[src/rtl/clk_pkg.sv]
// Shared definitions for the clock user-interface controller.
// Holds the mode and cursor-field encodings, the field limits, and the
// calendar helpers used to step and clamp the staged time values.
package clk_pkg;

  typedef enum logic [1:0] {
    MODE_NORMAL    = 2'd0,
    MODE_SET_TIME  = 2'd1,
    MODE_SET_ALARM = 2'd2
  } mode_t;

  // Cursor positions. Alarm editing only uses SEC..HOUR.
  localparam logic [2:0] FIELD_SEC   = 3'd0;
  localparam logic [2:0] FIELD_MIN   = 3'd1;
  localparam logic [2:0] FIELD_HOUR  = 3'd2;
  localparam logic [2:0] FIELD_DAY   = 3'd3;
  localparam logic [2:0] FIELD_MONTH = 3'd4;
  localparam logic [2:0] FIELD_YEAR  = 3'd5;

  localparam logic [2:0] TIME_FIELD_LAST  = FIELD_YEAR;
  localparam logic [2:0] ALARM_FIELD_LAST = FIELD_HOUR;

  localparam logic [15:0] SEC_MAX   = 16'd59;
  localparam logic [15:0] HOUR_MAX  = 16'd23;
  localparam logic [15:0] MONTH_MAX = 16'd12;

  function automatic logic is_leap(input logic [15:0] year);
    return ((year % 16'd4) == 16'd0) &&
           (((year % 16'd100) != 16'd0) || ((year % 16'd400) == 16'd0));
  endfunction

  // Gregorian days in month; out-of-range months fall back to 31.
  function automatic logic [15:0] days_in_month(input logic [5:0] month,
                                                input logic [15:0] year);
    case (month)
      6'd2:                      return is_leap(year) ? 16'd29 : 16'd28;
      6'd4, 6'd6, 6'd9, 6'd11:   return 16'd30;
      default:                   return 16'd31;
    endcase
  endfunction

  // One step up or down with wrap inside [lo, hi]. Values already outside
  // the range (e.g. a bad live snapshot) wrap as if they sat on the bound.
  function automatic logic [15:0] step_wrap(input logic [15:0] v,
                                            input logic [15:0] lo,
                                            input logic [15:0] hi,
                                            input logic        inc);
    if (inc) return (v >= hi) ? lo : v + 16'd1;
    else     return (v <= lo) ? hi : v - 16'd1;
  endfunction

  function automatic logic [15:0] clamp_max(input logic [15:0] v,
                                            input logic [15:0] hi);
    return (v > hi) ? hi : v;
  endfunction

endpackage

[src/rtl/btn_edge.sv]
// Button conditioner: 2-FF synchronizer followed by a rising-edge detector.
// Ports:
//   clk, rst  - system clock, asynchronous active-high reset
//   pin       - debounced button level, asynchronous to clk
//   rise      - one-cycle pulse on the second clk edge after pin goes high
module btn_edge (
  input  logic clk,
  input  logic rst,
  input  logic pin,
  output logic rise
);

  logic sync0;
  logic sync1;
  logic prev;

  always_ff @(posedge clk or posedge rst) begin
    if (rst) begin
      sync0 <= 1'b0;
      sync1 <= 1'b0;
      prev  <= 1'b0;
    end else begin
      sync0 <= pin;
      sync1 <= sync0;
      prev  <= sync1;
    end
  end

  assign rise = sync1 & ~prev;

endmodule

[src/rtl/mode_ctrl.sv]
// User-interface controller for the clock. Turns five buttons into a
// NORMAL / SET_TIME / SET_ALARM state machine that snapshots the live time,
// edits it field by field with calendar wrap rules, commits it with a
// one-cycle time_load strobe, and stages/commits the alarm.
// Ports:
//   clk, rst                     - clock, asynchronous active-high reset
//   sec_tick                     - one-cycle pulse per second (idle timeout)
//   up, down, left, right, middle- debounced button levels (async)
//   cur_*                        - live time from the time counter
//   mode, field                  - FSM state and cursor position
//   edit_*                       - staged time values
//   time_load                    - one-cycle strobe: counter loads edit_*
//   alarm_hour/minute/second     - committed alarm time
//   alarm_en                     - alarm armed
//   alarm_mode                   - 0 normal, field+1 while editing the alarm
module mode_ctrl
  import clk_pkg::*;
#(
  parameter int YEAR_MIN     = 2000,
  parameter int YEAR_MAX     = 2099,
  parameter int IDLE_TIMEOUT = 30
) (
  input  logic        clk,
  input  logic        rst,
  input  logic        sec_tick,
  input  logic        up,
  input  logic        down,
  input  logic        left,
  input  logic        right,
  input  logic        middle,
  input  logic [15:0] cur_year,
  input  logic [5:0]  cur_month,
  input  logic [10:0] cur_day,
  input  logic [10:0] cur_hour,
  input  logic [10:0] cur_minute,
  input  logic [10:0] cur_second,
  output logic [1:0]  mode,
  output logic [2:0]  field,
  output logic [15:0] edit_year,
  output logic [5:0]  edit_month,
  output logic [10:0] edit_day,
  output logic [10:0] edit_hour,
  output logic [10:0] edit_minute,
  output logic [10:0] edit_second,
  output logic        time_load,
  output logic [10:0] alarm_hour,
  output logic [10:0] alarm_minute,
  output logic [10:0] alarm_second,
  output logic        alarm_en,
  output logic [2:0]  alarm_mode
);

  localparam int IDLE_W = $clog2(IDLE_TIMEOUT + 1);
  localparam logic [IDLE_W-1:0] IDLE_LAST = IDLE_W'(IDLE_TIMEOUT - 1);
  localparam logic [15:0] YMIN = 16'(YEAR_MIN);
  localparam logic [15:0] YMAX = 16'(YEAR_MAX);

  mode_t             state;
  logic [IDLE_W-1:0] idle_cnt;

  // Button edges
  logic e_up, e_down, e_left, e_right, e_mid;

  btn_edge u_up    (.clk(clk), .rst(rst), .pin(up),     .rise(e_up));
  btn_edge u_down  (.clk(clk), .rst(rst), .pin(down),   .rise(e_down));
  btn_edge u_left  (.clk(clk), .rst(rst), .pin(left),   .rise(e_left));
  btn_edge u_right (.clk(clk), .rst(rst), .pin(right),  .rise(e_right));
  btn_edge u_mid   (.clk(clk), .rst(rst), .pin(middle), .rise(e_mid));

  // Priority middle > left > right > up > down; losers are dropped.
  logic act_mid, act_left, act_right, act_up, act_down, act_any;

  always_comb begin
    act_mid   = e_mid;
    act_left  = e_left  & ~e_mid;
    act_right = e_right & ~e_mid & ~e_left;
    act_up    = e_up    & ~e_mid & ~e_left & ~e_right;
    act_down  = e_down  & ~e_mid & ~e_left & ~e_right & ~e_up;
    act_any   = e_mid | e_left | e_right | e_up | e_down;
  end

  // Candidate values for an up/down step on each field. The day clamps
  // cover a month or year step landing on a shorter month.
  logic [10:0] sec_step, min_step, hour_step, day_step;
  logic [5:0]  month_step;
  logic [15:0] year_step;
  logic [10:0] day_after_month, day_after_year;

  always_comb begin
    sec_step   = 11'(step_wrap({5'd0, edit_second}, 16'd0, SEC_MAX, act_up));
    min_step   = 11'(step_wrap({5'd0, edit_minute}, 16'd0, SEC_MAX, act_up));
    hour_step  = 11'(step_wrap({5'd0, edit_hour}, 16'd0, HOUR_MAX, act_up));
    day_step   = 11'(step_wrap({5'd0, edit_day}, 16'd1,
                               days_in_month(edit_month, edit_year), act_up));
    month_step = 6'(step_wrap({10'd0, edit_month}, 16'd1, MONTH_MAX, act_up));
    year_step  = step_wrap(edit_year, YMIN, YMAX, act_up);
    day_after_month = 11'(clamp_max({5'd0, edit_day},
                                    days_in_month(month_step, edit_year)));
    day_after_year  = 11'(clamp_max({5'd0, edit_day},
                                    days_in_month(edit_month, year_step)));
  end

  always_ff @(posedge clk or posedge rst) begin
    if (rst) begin
      state        <= MODE_NORMAL;
      field        <= FIELD_SEC;
      edit_year    <= YMIN;
      edit_month   <= 6'd1;
      edit_day     <= 11'd1;
      edit_hour    <= '0;
      edit_minute  <= '0;
      edit_second  <= '0;
      time_load    <= 1'b0;
      alarm_hour   <= '0;
      alarm_minute <= '0;
      alarm_second <= '0;
      alarm_en     <= 1'b0;
      idle_cnt     <= '0;
    end else begin
      time_load <= 1'b0;
      if (time_load) begin
        // The strobe cycle kept the committed time on edit_*; now preload
        // the alarm for editing. A button edge in this cycle is dropped.
        edit_hour   <= alarm_hour;
        edit_minute <= alarm_minute;
        edit_second <= alarm_second;
      end else if (act_any) begin
        idle_cnt <= '0;
        case (state)
          MODE_NORMAL: begin
            if (act_mid) begin
              edit_year   <= cur_year;
              edit_month  <= cur_month;
              edit_day    <= cur_day;
              edit_hour   <= cur_hour;
              edit_minute <= cur_minute;
              edit_second <= cur_second;
              field       <= FIELD_SEC;
              state       <= MODE_SET_TIME;
            end else if (act_up) begin
              alarm_en <= ~alarm_en;
            end
          end

          MODE_SET_TIME: begin
            if (act_mid) begin
              time_load <= 1'b1;
              field     <= FIELD_SEC;
              state     <= MODE_SET_ALARM;
            end else if (act_left) begin
              field <= (field >= TIME_FIELD_LAST) ? FIELD_SEC : field + 3'd1;
            end else if (act_right) begin
              field <= (field == FIELD_SEC) ? TIME_FIELD_LAST : field - 3'd1;
            end else if (act_up || act_down) begin
              case (field)
                FIELD_SEC:   edit_second <= sec_step;
                FIELD_MIN:   edit_minute <= min_step;
                FIELD_HOUR:  edit_hour   <= hour_step;
                FIELD_DAY:   edit_day    <= day_step;
                FIELD_MONTH: begin
                  edit_month <= month_step;
                  edit_day   <= day_after_month;
                end
                FIELD_YEAR: begin
                  edit_year <= year_step;
                  edit_day  <= day_after_year;
                end
                default: ;
              endcase
            end
          end

          MODE_SET_ALARM: begin
            if (act_mid) begin
              alarm_hour   <= edit_hour;
              alarm_minute <= edit_minute;
              alarm_second <= edit_second;
              alarm_en     <= 1'b1;
              field        <= FIELD_SEC;
              state        <= MODE_NORMAL;
            end else if (act_left) begin
              field <= (field >= ALARM_FIELD_LAST) ? FIELD_SEC : field + 3'd1;
            end else if (act_right) begin
              field <= (field == FIELD_SEC) ? ALARM_FIELD_LAST : field - 3'd1;
            end else if (act_up || act_down) begin
              case (field)
                FIELD_SEC:  edit_second <= sec_step;
                FIELD_MIN:  edit_minute <= min_step;
                FIELD_HOUR: edit_hour   <= hour_step;
                default: ;
              endcase
            end
          end

          default: begin
            state <= MODE_NORMAL;
            field <= FIELD_SEC;
          end
        endcase
      end else if (state != MODE_NORMAL) begin
        // Idle timeout: abandon the edit, no strobe, alarm untouched.
        if (sec_tick) begin
          if (idle_cnt >= IDLE_LAST) begin
            state    <= MODE_NORMAL;
            field    <= FIELD_SEC;
            idle_cnt <= '0;
          end else begin
            idle_cnt <= idle_cnt + 1'b1;
          end
        end
      end else begin
        idle_cnt <= '0;
      end
    end
  end

  assign mode       = state;
  assign alarm_mode = (state == MODE_SET_ALARM) ? field + 3'd1 : 3'd0;

endmodule
[config.mk]
export PLATFORM = sky130hd
export DESIGN_NAME = mode_ctrl
export DESIGN_NICKNAME = d
export VERILOG_FILES = /design/src/rtl/clk_pkg.sv /design/src/rtl/btn_edge.sv /design/src/rtl/mode_ctrl.sv
export SDC_FILE = /design/constraint.sdc
export NUM_CORES = 1
export LEC_CHECK = 0
export ABC_AREA = 1
export CAP_MARGIN = 30
export CORE_ASPECT_RATIO = 0.7
export CORE_UTILIZATION = 50
export DETAILED_ROUTE_END_ITERATION = 7
export GPL_TIMING_DRIVEN = 0
export HOLD_SLACK_MARGIN = 0.08
export PLACE_DENSITY = 0.74
export SLEW_MARGIN = 20
export SYNTH_ARGS = -nofsm -noshare
export SYNTH_HDL_FRONTEND = slang
export SYNTH_SLANG_ARGS = --single-unit
export TNS_END_PERCENT = 5
[constraint.sdc]
create_clock -name clk -period 18.6 [get_ports clk]
set_input_delay 3.72 -clock clk [delete_from_list [all_inputs] [get_ports clk]]
set_output_delay 3.72 -clock clk [all_outputs]
set_load 0.02 [all_outputs]
Word level (Yosys, flattened, before mapping)
Index checks and enable logic that the tools add are counted.

word-level totals
  logic and storage cells = 284
  register bits = 126
  output and inout port bits = 109
  input bits = 74

cells by class
  bitwise gates (word level) = 30
  div/mod/pow operators = 4
  order comparisons = 17
  multiplexer cells = 110
  $add $sub $neg = 15
  reduce and logical (&&, ||, !) cells = 35
  equal/unequal tests = 44

operator list
  operator               count
  $mux 11                43
  $mux 16                9
  $pmux 11 s2            4
  $logic_not 16->1       4
  $mux 6                 9
  $mux 3                 16
  $add 11x1->11 const B  4
  $le 11x1->1 const B    4
  $sub 11x1->11 const B  4
  $pmux 11 s3            1
  $gt 11x16->1           2
  $mod 16x7->16 const B  2
  $mod 16x9->16 const B  2
  $pmux 16 s2            1
  $reduce_bool 16->1     2
  $ne 3x3->1 const B     10
  $eq 6x3->1 const B     4
  $eq 6x4->1 const B     4
  $reduce_and 8->1       3
  $ge 11x6->1 const B    2
  $mux 5                 4
  $reduce_and 9->1       2
  $add 16x1->16 const B  1
  $ge 11x16->1           1
  48 further kinds       117

Logic depth before layout (Yosys ltp)
  depth in word-level cells = 21
  depth in mapped cells = 79
  depth with buffers taken out = 78

Cells and area by module
From an unflattened synthesis, not the netlist that was laid out.

unflattened totals
  cell total of the unflattened synthesis = 1768
  area total of the unflattened synthesis = 11877.6 µm²

by module, submodules not included
  module     seq. area each (µm²)  area each (µm²)  instances  cells each
  mode_ctrl  2787.7                11433.5          1          1738
  btn_edge   75.1                  88.8             5          6

Worst setup path after synthesis
Ideal clock, no wire load.

  path type = flip-flop to flip-flop
  from = reg edit_year[9]
  to = reg edit_day[8]
  arrival = 7.075 ns
  setup time = 0.082 ns
  path buffers = 2
  cell stages (with the launch flop) = 71
  setup slack = 11.443 ns
  period minus slack after synthesis = 7.157 ns
  required time = 18.518 ns
  path through = dfstp_2 -> buf_4 -> nand2_2 -> inv_2 -> nand2_2 -> nor2_2 -> nand2_2 -> a21oi_4 -> nand2_1 -> nand2_2 -> nand3_4 -> nand3_4 -> nand2_1 -> nand2_2 -> nand3_1 -> nand2_1 -> nand2_2 -> nand2_4 -> [35 not listed] -> nand2_4 -> a21oi_2 -> nand2_1 -> nor2_1 -> nand2_1 -> nand2_1 -> a21boi_0 -> ha_1 -> nand2_1 -> a31oi_1 -> o21ai_0 -> o311ai_0 -> nand2_1 -> nand2_1 -> inv_1 -> clkbuf_1 -> nor2_1 -> a31oi_1

on the way
  longest elaborated chain between the ends = 15
  elaborated cells between the ends (all ways) = 39
  classes of those cells = add/sub (2); div (4); order compare (5); eq/ne (2); mux (16); reduce/logical (10)

ends and longest elaborated chain
  what                                                                    line              text
  start: declaration                                                      mode_ctrl.sv:39   output logic [15:0] edit_year,
  start signal: assignment                                                mode_ctrl.sv:132  edit_year <= cur_year;
  start signal: assignment                                                mode_ctrl.sv:165  edit_year <= year_step;
  parallel branches: the longest is 15 deep, another holds $sub 16x1->16  n/a
  end signal: assignment                                                  mode_ctrl.sv:134  edit_day <= cur_day;
  end signal: assignment                                                  mode_ctrl.sv:159  FIELD_DAY: edit_day <= day_step;
  end signal: assignment                                                  mode_ctrl.sv:162  edit_day <= day_after_month;
  end: declaration                                                        mode_ctrl.sv:41   output logic [10:0] edit_day,

Parallel ways; which one is timed is not known. The select of a mux whose other input is x is not followed.
A chain may end at the register's enable or synchronous reset.

Final worst setup path
  from = reg edit_year[1]
  to = reg edit_day[7]

Same word-level chain as after synthesis.

==> metrics.txt <==
Clock Latency Late Sink=0.44 ns; initial antenna violation count=0; clock sink total=126; I/O pin count=183; vias per cell=5.74; post_cts resized=0; routed length per instance=17.5 µm; Ys Warns=0; critical path type=reg2reg; Yosys reg bits=126; Tot GR Track Use=32.8%; register area share after synthesis=26.5%; Hold Buf Count CTS=0; final setup fails=0; CP Data Required Time=18.90 ns; total number of vias=13199; CP Capture Type=flip-flop; layout cell share with drive strength beyond 1=12.3%; clock skew=0.00987 ns; synth unique cells=67; Least-Margin Pin Slew=1.03 ns; clock transition at the registers of the reported paths=0.06 ns; Seq. cell area=0.00316 mm²; count leader, synth=nand2_1; worst path bufs/invs=6; Routed Antenna Nets=0; full die area=0.0245 mm²; Hold Crit Class=reg2reg; fin nets=2088; Overflow after GRT=0; DR pass1 iterations=5; routability congestion estimate=0.954; R2R cell count=61; Die W=187 µm; total wire length=40300 µm; Worst Path Arrival=9.27 ns; cell mode on critical path=nand2_2; WHS=0.349 ns; FMAX=111 MHz; sum of negative setup slack=0 ns; FFs w/ async S/R, synth=100%; area share of the largest cell type after synthesis=24.7%; CTS root buf=clkbuf_16; net count after synthesis=1886; Hold Fails Final Rpt=0; number of global-route vias before repair=11824; Gate Count Post-Synth=1775; # diodes=0; RSZ-0062 raised after global routing=false; WHS Path Cells=0; critical path's largest stage delay=0.44 ns; HPWL after DPL=31400 µm; Die H=131 µm; logic depth of the worst path, buffers included=61; Starting DRT DRC Count=1332; FP Rows=46; status=completed; family with the most delay on the worst path=simple AND/OR/NAND/NOR gates; commonest cells in the netlist=nand2_1, inv_1, nor2_1, o21ai_0, nand3_1; syn_area_per_cell=6.72 µm²; max_slew headroom=30.6%; Final min period=8.97 ns; Synth Cell Area=0.0119 mm²; fin crit share=48.2%; postcts setup bufs=0; area leader, netlist=dfrtp_1; CTS tree=yes; Fillers=2087; largest net degree at the start of global routing=94; CTS Buffer Depth=2; CP Launch Type=flip-flop; Worst path slowest cell=dfrtp_1; Max Slew Vio Count=0; first-pass GRT wire length=64000 µm; Area Growth Syn to Fin=23.6%; multi-input combinational cell area=0.00758 mm²; DRC=0; port buffer count=182; CTS buffer count=17; Main synth FF type=dfrtp_1; initial core utilization=51.8%; CTS H-tree lvls=4; CP Max Fanout=10; synth top area cells=dfrtp_1, nand2_1, inv_1, o21ai_0, nor2_1; max-cap check violation count=0; Post-synth EDFFs=0; Core Box Area=0.0230 mm²
[per-stage QoR]
stage | utilization, % | instance area [µm²] | worst slack [ns] | cells
finish | 64.1 | 14800 | 9.63 | 2301
global route | 64.1 | 14800 | 8.97 | 2301
CTS | 64.1 | 14800 | 9.93 | 2301
detailed placement | 61.6 | 14200 | 9.98 | 2270
global placement | 61.5 | 14100 | 9.49 | 2269
floorplan | - | 11900 | 11.44 | 1775
[worst paths after layout]
path / slack [ns] / from / end
max: 9.63 / edit_year[1] / edit_day[7]
min: 0.35 / u_left.sync0 / u_left.sync1
max reg2reg: 9.63 / edit_year[1] / edit_day[7]
min reg2reg: 0.35 / u_left.sync0 / u_left.sync1
max in group asynchronous: 14.17 / rst / edit_year[6]
min in group asynchronous: 3.63 / rst / alarm_minute[4]
[cell type report]
cell class                 instances  area share [%]
multi-input combinational       1342            51.4
sequential                       126            21.4
timing repair buffer             183            12.5
inverter                         260            6.68
clock buffer                      23            3.31
tap                              312            2.65
buffer                            47            1.48
clock inverter                     8           0.560
[flip-flops by register name, summed over array words and instances (netlist names), 2 cells and up]
register / count
alarm_hour: 11
alarm_minute: 11
alarm_second: 11
edit_day: 11
edit_hour: 11
edit_minute: 11
edit_month: 6
edit_second: 11
edit_year: 16
field: 3
idle_cnt: 5
mode: 2
[worst reg2reg max path: cells and delay by family, from the launching register on]
| family | cells | cell delay [ns] |
|---|---|---|
| AO/OA/AOI/OAI | 11 | 2.08 |
| adder cells (fa/ha/maj) | 3 | 0.83 |
| buffers and inverters | 6 | 0.91 |
| flip-flops | 1 | 0.44 |
| AND/OR/NAND/NOR | 41 | 4.60 |
[cells in the final DEF, fill, tap and decap left out, types with 5 or more instances in the layout]
cell / synthesis / final
a22oi_1: 28 / 28
nand3_1: 123 / 123
xor2_1: 45 / 45
o21ai_1: 29 / 29
dfstp_2: 8 / 8
clkdlybuf4s50_1: 0 / 182
o22ai_1: 21 / 21
nor2_1: 170 / 170
clkbuf_16: 0 / 17
buf_4: 8 / 8
nor3_1: 24 / 24
nor2_4: 14 / 14
nor4_1: 5 / 5
inv_2: 27 / 27
a31oi_1: 21 / 21
clkbuf_1: 34 / 36
o31ai_1: 7 / 7
nand2_1: 357 / 357
nand3_2: 23 / 23
nor2_2: 12 / 12
nand2_2: 61 / 61
o211ai_1: 15 / 15
ha_1: 37 / 37
a21oi_1: 62 / 62
nand4_2: 5 / 5
nand2_4: 26 / 26
nand4_1: 34 / 34
clkinv_1: 8 / 8
dfrtp_1: 118 / 118
o21ai_0: 154 / 154
inv_1: 224 / 223
xnor2_1: 6 / 6
[logic make-up after synthesis]
family / share of synthesized area [%]
simple gates: 36.5
compound gates: 18.9
buf+inv: 10.0
flops: 26.5
xor+xnor: 4.01
fa+ha+maj: 3.88
mux: 0.189
[layer usage]
metal	up-vias	share of wire [%]	track usage (%)
met5	-	0	0
met4	0	1.6	7.92
met3	50	10	6.46
met2	638	38	43.1
met1	6188	50	53.1
li1	6323	-	-
Power is left out: the tool's default activity adds up to more than one toggle a clock period on the data nets, which glitch-free logic cannot reach.
